--- config.mk ---
export PLATFORM = sky130hd
export DESIGN_NAME = ftdi_fifo_responder
export DESIGN_NICKNAME = d
export VERILOG_FILES = /design/src/rtl/ftdi_pkg.sv /design/src/rtl/lb_sync_fifo.sv /design/src/rtl/ftdi_fifo_responder.sv
export SDC_FILE = /design/constraint.sdc
export NUM_CORES = 1
export LEC_CHECK = 0
export BUFFER_PORTS_ARGS = -buffer_cell sky130_fd_sc_hd__buf_2
export CAP_MARGIN = 25
export CORE_MARGIN = 8
export CORE_UTILIZATION = 35
export CTS_BUF_LIST = sky130_fd_sc_hd__clkbuf_4
export CTS_CLUSTER_DIAMETER = 40
export CTS_CLUSTER_SIZE = 14
export DETAILED_ROUTE_END_ITERATION = 8
export MAX_ROUTING_LAYER = met4
export PLACE_DENSITY = 0.48
export SYNTH_ARGS = -nofsm -noshare
export SYNTH_HDL_FRONTEND = slang
export SYNTH_SLANG_ARGS = --single-unit
--- constraint.sdc ---
create_clock -name clock -period 4.1 [get_ports clock]
set_clock_uncertainty 0.2 [all_clocks]
set_input_delay 0.41 -clock clock [delete_from_list [all_inputs] [get_ports clock]]
set_output_delay 0.41 -clock clock [all_outputs]
set_load 0.01 [all_outputs]
--- src/rtl/ftdi_pkg.sv ---
// Shared types and constants for the FTDI 245-FIFO responder.
package ftdi_pkg;

    localparam int FTDI_BYTE_W = 8;

    typedef enum logic [2:0] {
        IDLE,
        RD_ACT,
        RD_GAP,
        WR_ACT,
        WR_GAP,
        ERR_HOLD
    } resp_state_e;

endpackage

--- src/rtl/lb_sync_fifo.sv ---
// First-word fall-through synchronous FIFO with full/empty/count; pushes while full are dropped.
module lb_sync_fifo #(
    parameter int WIDTH = 8,
    parameter int DEPTH = 16
) (
    input  logic                       clock,
    input  logic                       reset_n,
    input  logic                       push,
    input  logic [WIDTH-1:0]           din,
    input  logic                       pop,
    output logic [WIDTH-1:0]           dout,
    output logic                       full,
    output logic                       empty,
    output logic [$clog2(DEPTH):0]     count
);

    localparam int AW    = $clog2(DEPTH);
    localparam int CNT_W = AW + 1;

    logic [WIDTH-1:0] mem_q [DEPTH];
    logic [AW:0]      wr_ptr_q, wr_ptr_d;
    logic [AW:0]      rd_ptr_q, rd_ptr_d;
    logic             wr_en, rd_en;

    assign count = wr_ptr_q - rd_ptr_q;
    assign full  = (count == CNT_W'(DEPTH));
    assign empty = (wr_ptr_q == rd_ptr_q);
    assign dout  = mem_q[rd_ptr_q[AW-1:0]];

    assign wr_en = push && !full;
    assign rd_en = pop && !empty;

    always_comb begin
        wr_ptr_d = wr_ptr_q;
        rd_ptr_d = rd_ptr_q;
        if (wr_en) wr_ptr_d = wr_ptr_q + CNT_W'(1);
        if (rd_en) rd_ptr_d = rd_ptr_q + CNT_W'(1);
    end

    always_ff @(posedge clock or negedge reset_n) begin
        if (!reset_n) begin
            wr_ptr_q <= '0;
            rd_ptr_q <= '0;
        end else begin
            wr_ptr_q <= wr_ptr_d;
            rd_ptr_q <= rd_ptr_d;
        end
    end

    // Storage is not reset; flushing is done by clearing the pointers.
    always_ff @(posedge clock) begin
        if (wr_en) mem_q[wr_ptr_q[AW-1:0]] <= din;
    end

endmodule

--- src/rtl/ftdi_fifo_responder.sv ---
// FTDI-side emulation of the async 245-FIFO bus: answers rd_n/wr_n strobes from RX/TX buffers.
//
//   state    | meaning
//   ---------+------------------------------------------------------------
//   IDLE     | flags follow buffer status, waiting for a strobe
//   RD_ACT   | read in progress, RX head driven, pop on rd_n release
//   RD_GAP   | rxf_n/txe_n forced high for RXF_GAP cycles after a read
//   WR_ACT   | write in progress, bus captured while wr_n low, push on release
//   WR_GAP   | rxf_n/txe_n forced high for TXE_GAP cycles after a write
//   ERR_HOLD | illegal strobe seen, wait for both strobes high
module ftdi_fifo_responder
    import ftdi_pkg::*;
#(
    parameter int RX_DEPTH = 16,
    parameter int TX_DEPTH = 16,
    parameter int RXF_GAP  = 4,
    parameter int TXE_GAP  = 4
) (
    input  logic                   clock,
    input  logic                   reset_n,
    input  logic                   rd_n,
    input  logic                   wr_n,
    input  logic [FTDI_BYTE_W-1:0] adbus_in,
    output logic [FTDI_BYTE_W-1:0] adbus_out,
    output logic                   adbus_oe,
    output logic                   rxf_n,
    output logic                   txe_n,
    input  logic [FTDI_BYTE_W-1:0] host_tx_data,
    input  logic                   host_tx_valid,
    output logic                   host_tx_ready,
    output logic [FTDI_BYTE_W-1:0] host_rx_data,
    output logic                   host_rx_valid,
    input  logic                   host_rx_ready,
    output logic                   proto_err,
    output logic [15:0]            rd_count,
    output logic [15:0]            wr_count
);

    localparam int GAP_MAX = (RXF_GAP > TXE_GAP) ? RXF_GAP : TXE_GAP;
    localparam int GAP_W   = $clog2(GAP_MAX + 1);
    localparam logic [GAP_W-1:0] RX_GAP_LOAD = GAP_W'(RXF_GAP - 1);
    localparam logic [GAP_W-1:0] TX_GAP_LOAD = GAP_W'(TXE_GAP - 1);

    resp_state_e            state_q, state_d;
    logic [GAP_W-1:0]       gap_q, gap_d;
    logic [FTDI_BYTE_W-1:0] wr_hold_q, wr_hold_d;
    logic                   rxf_n_q, rxf_n_d;
    logic                   txe_n_q, txe_n_d;
    logic                   err_q, err_d;
    logic [15:0]            rd_cnt_q, rd_cnt_d;
    logic [15:0]            wr_cnt_q, wr_cnt_d;

    logic                   rx_pop, tx_push;
    logic                   rx_full, rx_empty, tx_full, tx_empty;
    logic [FTDI_BYTE_W-1:0] rx_head, tx_head;
    logic [$clog2(RX_DEPTH):0] rx_count;
    logic [$clog2(TX_DEPTH):0] tx_count;
    logic                   unused_counts;

    assign unused_counts = ^{rx_count, tx_count};

    lb_sync_fifo #(.WIDTH(FTDI_BYTE_W), .DEPTH(RX_DEPTH)) u_rx_fifo (
        .clock   (clock),
        .reset_n (reset_n),
        .push    (host_tx_valid),
        .din     (host_tx_data),
        .pop     (rx_pop),
        .dout    (rx_head),
        .full    (rx_full),
        .empty   (rx_empty),
        .count   (rx_count)
    );

    lb_sync_fifo #(.WIDTH(FTDI_BYTE_W), .DEPTH(TX_DEPTH)) u_tx_fifo (
        .clock   (clock),
        .reset_n (reset_n),
        .push    (tx_push),
        .din     (wr_hold_q),
        .pop     (host_rx_ready),
        .dout    (tx_head),
        .full    (tx_full),
        .empty   (tx_empty),
        .count   (tx_count)
    );

    always_comb begin
        state_d   = state_q;
        gap_d     = gap_q;
        wr_hold_d = wr_hold_q;
        err_d     = err_q;
        rd_cnt_d  = rd_cnt_q;
        wr_cnt_d  = wr_cnt_q;
        rx_pop    = 1'b0;
        tx_push   = 1'b0;
        rxf_n_d   = 1'b1;
        txe_n_d   = 1'b1;

        case (state_q)
            IDLE: begin
                if (!rd_n || !wr_n) begin
                    if (!rd_n && wr_n && !rxf_n_q) begin
                        state_d = RD_ACT;
                    end else if (!wr_n && rd_n && !txe_n_q) begin
                        state_d   = WR_ACT;
                        wr_hold_d = adbus_in;
                    end else begin
                        err_d   = 1'b1;
                        state_d = ERR_HOLD;
                    end
                end
            end
            RD_ACT: begin
                if (!wr_n) err_d = 1'b1;
                if (rd_n) begin
                    rx_pop   = 1'b1;
                    rd_cnt_d = rd_cnt_q + 16'd1;
                    gap_d    = RX_GAP_LOAD;
                    state_d  = RD_GAP;
                end
            end
            WR_ACT: begin
                if (!rd_n) err_d = 1'b1;
                if (!wr_n) begin
                    wr_hold_d = adbus_in;
                end else begin
                    tx_push  = 1'b1;
                    wr_cnt_d = wr_cnt_q + 16'd1;
                    gap_d    = TX_GAP_LOAD;
                    state_d  = WR_GAP;
                end
            end
            RD_GAP, WR_GAP: begin
                if (gap_q == '0) state_d = IDLE;
                else             gap_d   = gap_q - GAP_W'(1);
            end
            ERR_HOLD: begin
                if (rd_n && wr_n) state_d = IDLE;
            end
            default: state_d = IDLE;
        endcase

        // Flags only open up again once the FSM is back in IDLE.
        if (state_d == IDLE) begin
            rxf_n_d = rx_empty;
            txe_n_d = tx_full;
        end
    end

    always_ff @(posedge clock or negedge reset_n) begin
        if (!reset_n) begin
            state_q   <= IDLE;
            gap_q     <= '0;
            wr_hold_q <= '0;
            rxf_n_q   <= 1'b1;
            txe_n_q   <= 1'b1;
            err_q     <= 1'b0;
            rd_cnt_q  <= '0;
            wr_cnt_q  <= '0;
        end else begin
            state_q   <= state_d;
            gap_q     <= gap_d;
            wr_hold_q <= wr_hold_d;
            rxf_n_q   <= rxf_n_d;
            txe_n_q   <= txe_n_d;
            err_q     <= err_d;
            rd_cnt_q  <= rd_cnt_d;
            wr_cnt_q  <= wr_cnt_d;
        end
    end

    // Zero-latency drive so the master can capture in the cycle rd_n falls.
    assign adbus_oe  = !rd_n && ((state_q == RD_ACT) || ((state_q == IDLE) && !rxf_n_q));
    assign adbus_out = adbus_oe ? rx_head : '0;

    assign rxf_n         = rxf_n_q;
    assign txe_n         = txe_n_q;
    assign proto_err     = err_q;
    assign rd_count      = rd_cnt_q;
    assign wr_count      = wr_cnt_q;
    assign host_tx_ready = !rx_full;
    assign host_rx_valid = !tx_empty;
    assign host_rx_data  = tx_head;

endmodule

==> results.cfg <==
[global_route]
antenna_found_initial = 3
overflow = 0
met2_usage_pct = 23.30
grtUsageTotal_pct = 14.36
met1_usage_pct = 18.13
grt_max_degree = 70
grt_pass1_wl_mm = 49.74
grt_busiest_layer = met2
use_met3_pct = 3.131
grt_pass1_vias = 7929

[setup_path]
crit_arrival_ns = 3.01
crit_path_start_kind = flop
cp-end-kind = output pin
critPathKind = flop to output pin
worstPathMaxFanout = 35
cp.required_ns = 3.49

[worst_hold_path]
hold_path_class = primary input to flop

[clock_tree]
cts-root-buf = clkbuf_4
clkLatencyLatePin_ns = 0.79
numCtsBuffers = 50
cts_tree = yes
clk_pin_slew_ns = 0.12
cts_sinks = 325
htree_levels = 2
cts_buffer_depth = 3

[layout]
synthToLayoutAreaGrowth_pct = 16.97
fin_util_pct = 41.58
num-nets-final = 1003
drive_gt1_share_pct = 30.40

[sta]
finalCriticalPeriod_ns = 3.616
fin_crit_sh_pct = 88.19
fmaxAchievable_ghz = 0.2766
fin_tns_setup_ns = 0
tightestPinTransition_ns = 0.8552
setup_viol = 0
relSlewSlack_pct = 42.77
hold_viol_final = 0
drv_slew = 0
rsz0062_at_grt = no

[logic_synthesis]
syn_nets = 850
synth-compound-area-share_pct = 3.372
synth.area.mux_share_pct = 13.93
yosysTopAreaCell = edfxtp_1
syn_avg_cell_area_um2 = 17.12
synthXorXnorAreaFrac_pct = 2.983
synth_fa_ha_area_share_pct = 1.994
synthCells = 806
synth_edf_count = 256
syn_area_mm2 = 0.01380
yosys_warnings = 0
async_flop_share_pct = 21.23
yosysSeqAreaShare_pct = 68.23
yosys.area_share.simple_pct = 7.760
synth_top_flop_cell = edfxtp_1
synth_area_leaders = edfxtp_1 56%, mux4_2 13%, dfrtp_1 12%
synth_seq_cells = 325
synth_cell_types = 64
synth_top_family_by_area = multiplexers
synth_top_area_share_pct = 55.70

[die]
dieArea_mm2 = 0.04604
coreArea_mm2 = 0.03883
die_x_um = 214.6
num_rows = 72
dieHeight_um = 214.6
start_util_pct = 35.55
ios = 76

[power]
power_density_mw_per_mm2 = 676.5
ir_drop_mv = 0.2523
p_leak_nw = 5.768
finalPower_w = 0.01092

[placement]
port_buffers = 75
gp_congestion = 0.7705
hpwl_mm = 20.73

[drt]
drt_wl_total_mm = 31.88
drtIter0Drc = 518
wl_per_cell_um = 20.95
drc_errors = 0
dr.pass1.iters = 5
ant_nets = 0
vias_per_cell = 4.980
vias = 7580

[outcome]
outcome = finished, final reports clean

[flow_run]
drv_cap = 0
==> power by group <==
group          internal, W  switching (W)  total, W
registers          0.00410       0.000531   0.00463
logic              0.00166        0.00190   0.00356
clock network      0.00138        0.00135   0.00273
total              0.00714        0.00378    0.0109
==> flip-flops by register name, summed over array words and instances, names as in the netlist <==
| name | cells |
|---|---|
| u_rx_fifo.rd_ptr_q | 5 |
| u_tx_fifo.mem_q | 128 |
| u_tx_fifo.rd_ptr_q | 5 |
| wr_hold_q | 8 |
| gap_q | 3 |
| rxf_n | 1 |
| u_rx_fifo.mem_q | 128 |
| txe_n | 1 |
| proto_err | 1 |
| wr_count | 16 |
| state_q | 3 |
| u_rx_fifo.wr_ptr_q | 5 |
| u_tx_fifo.wr_ptr_q | 5 |
| rd_count | 16 |
==> cells in the mapped netlist (all sizes together), types with 13 or more instances <==
cell,count
xnor2,34
nor2,30
nor3,21
inv,19
dfrtp,67
xor2,13
nand3,40
nor2b,20
mux4,80
clkbuf,14
buf,19
nand4,14
nand2,43
edfxtp,256
ha,22
==> final timing paths <==
check | start | endpoint | slack [ns] | cells after the start
min reg2reg | wr_count[15]$_DFFE_PN0P_ | wr_count[15]$_DFFE_PN0P_ | 0.27 | 1
max in group asynchronous | reset_n | txe_n$_DFF_PN1_ | 2.73 | 4
min | adbus_in[1] | wr_hold_q[1]$_DFFE_PN0P_ | 0.19 | 3
max reg2reg | u_tx_fifo.rd_ptr_q[2]$_DFFE_PN0P_ | u_tx_fifo.mem_q[7][0]$_DFFE_PP_ | 0.74 | 8
max | u_tx_fifo.rd_ptr_q[0]$_DFFE_PN0P_ | host_rx_data[7] | 0.48 | 4
min in group asynchronous | reset_n | wr_hold_q[1]$_DFFE_PN0P_ | 0.32 | 3
==> critical path: stages, from the launching register on <==
cell     delay (ns)
dfrtp_2        0.37
buf_4          0.55
mux4_2         0.65
mux4_2         0.49
buf_2          0.17
==> metal layers <==
metal | up-vias | routed length (um)
met2 | 158 | 15960
met5 | - | 0
met1 | 3860 | 13940
li1 | 3514 | -
met3 | 48 | 1440
met4 | 0 | 543
==> through the flow <==
| stage | hold slack [ns] | setup WS (ns) | instances | area [um2] |
|---|---|---|---|---|
| floorplan | -0.08559 | 0.5922 | 806 | 13800 |
| global placement | 0.2572 | 0.6141 | 1396 | 14900 |
| detailed placement | 0.2626 | 0.6267 | 1397 | 14910 |
| CTS | 0.04791 | 0.1309 | 1512 | 16070 |
| global route | 0.1104 | 0.2576 | 1522 | 16140 |
| finish | 0.1919 | 0.4844 | 1522 | 16140 |
==> area by class of cell <==
type | count | area (um2)
Sequential cell | 325 | 9419
Clock buffer | 57 | 427.9
Inverter | 19 | 71.32
Timing Repair Buffer | 134 | 905.9
Antenna cell | 4 | 10.01
Multi-Input combinational cell | 429 | 4154
Tap cell | 518 | 648.1
Fill cell | 3545 | 22680
Clock inverter | 36 | 508.0
==> placed cells by master (no fill, tap or decap), types with 30 or more instances in the layout <==
cell type    n
dfrtp_1     65
xnor2_1     34
clkbuf_4    58
nand2_1     43
edfxtp_1   256
nor2_1      30
nand3_1     40
buf_2       75
mux4_2      80
buf_4       32
==> what timing repair did <==
action	in CTS	in global routing
gates cloned	0	0
gates resized for setup	1	0
buffers inserted	0	2
hold buffers	22	1
setup endpoints to repair	1	1
hold endpoints to repair	220	5
pin swaps	0	1
==> logic make-up (layout without fill, tap and decap cells) <==
family / Yosys count / count (layout)
AOI/OAI and AO/OA: 64 / 64
xor gates and xnor gates: 47 / 47
adders and majority gates: 22 / 22
buffers and inverters: 52 / 246
DFF: 325 / 325
muxes: 91 / 91
other: 0 / 4
and+or+nand+nor: 205 / 205
Power figures use the tool's default switching activity.
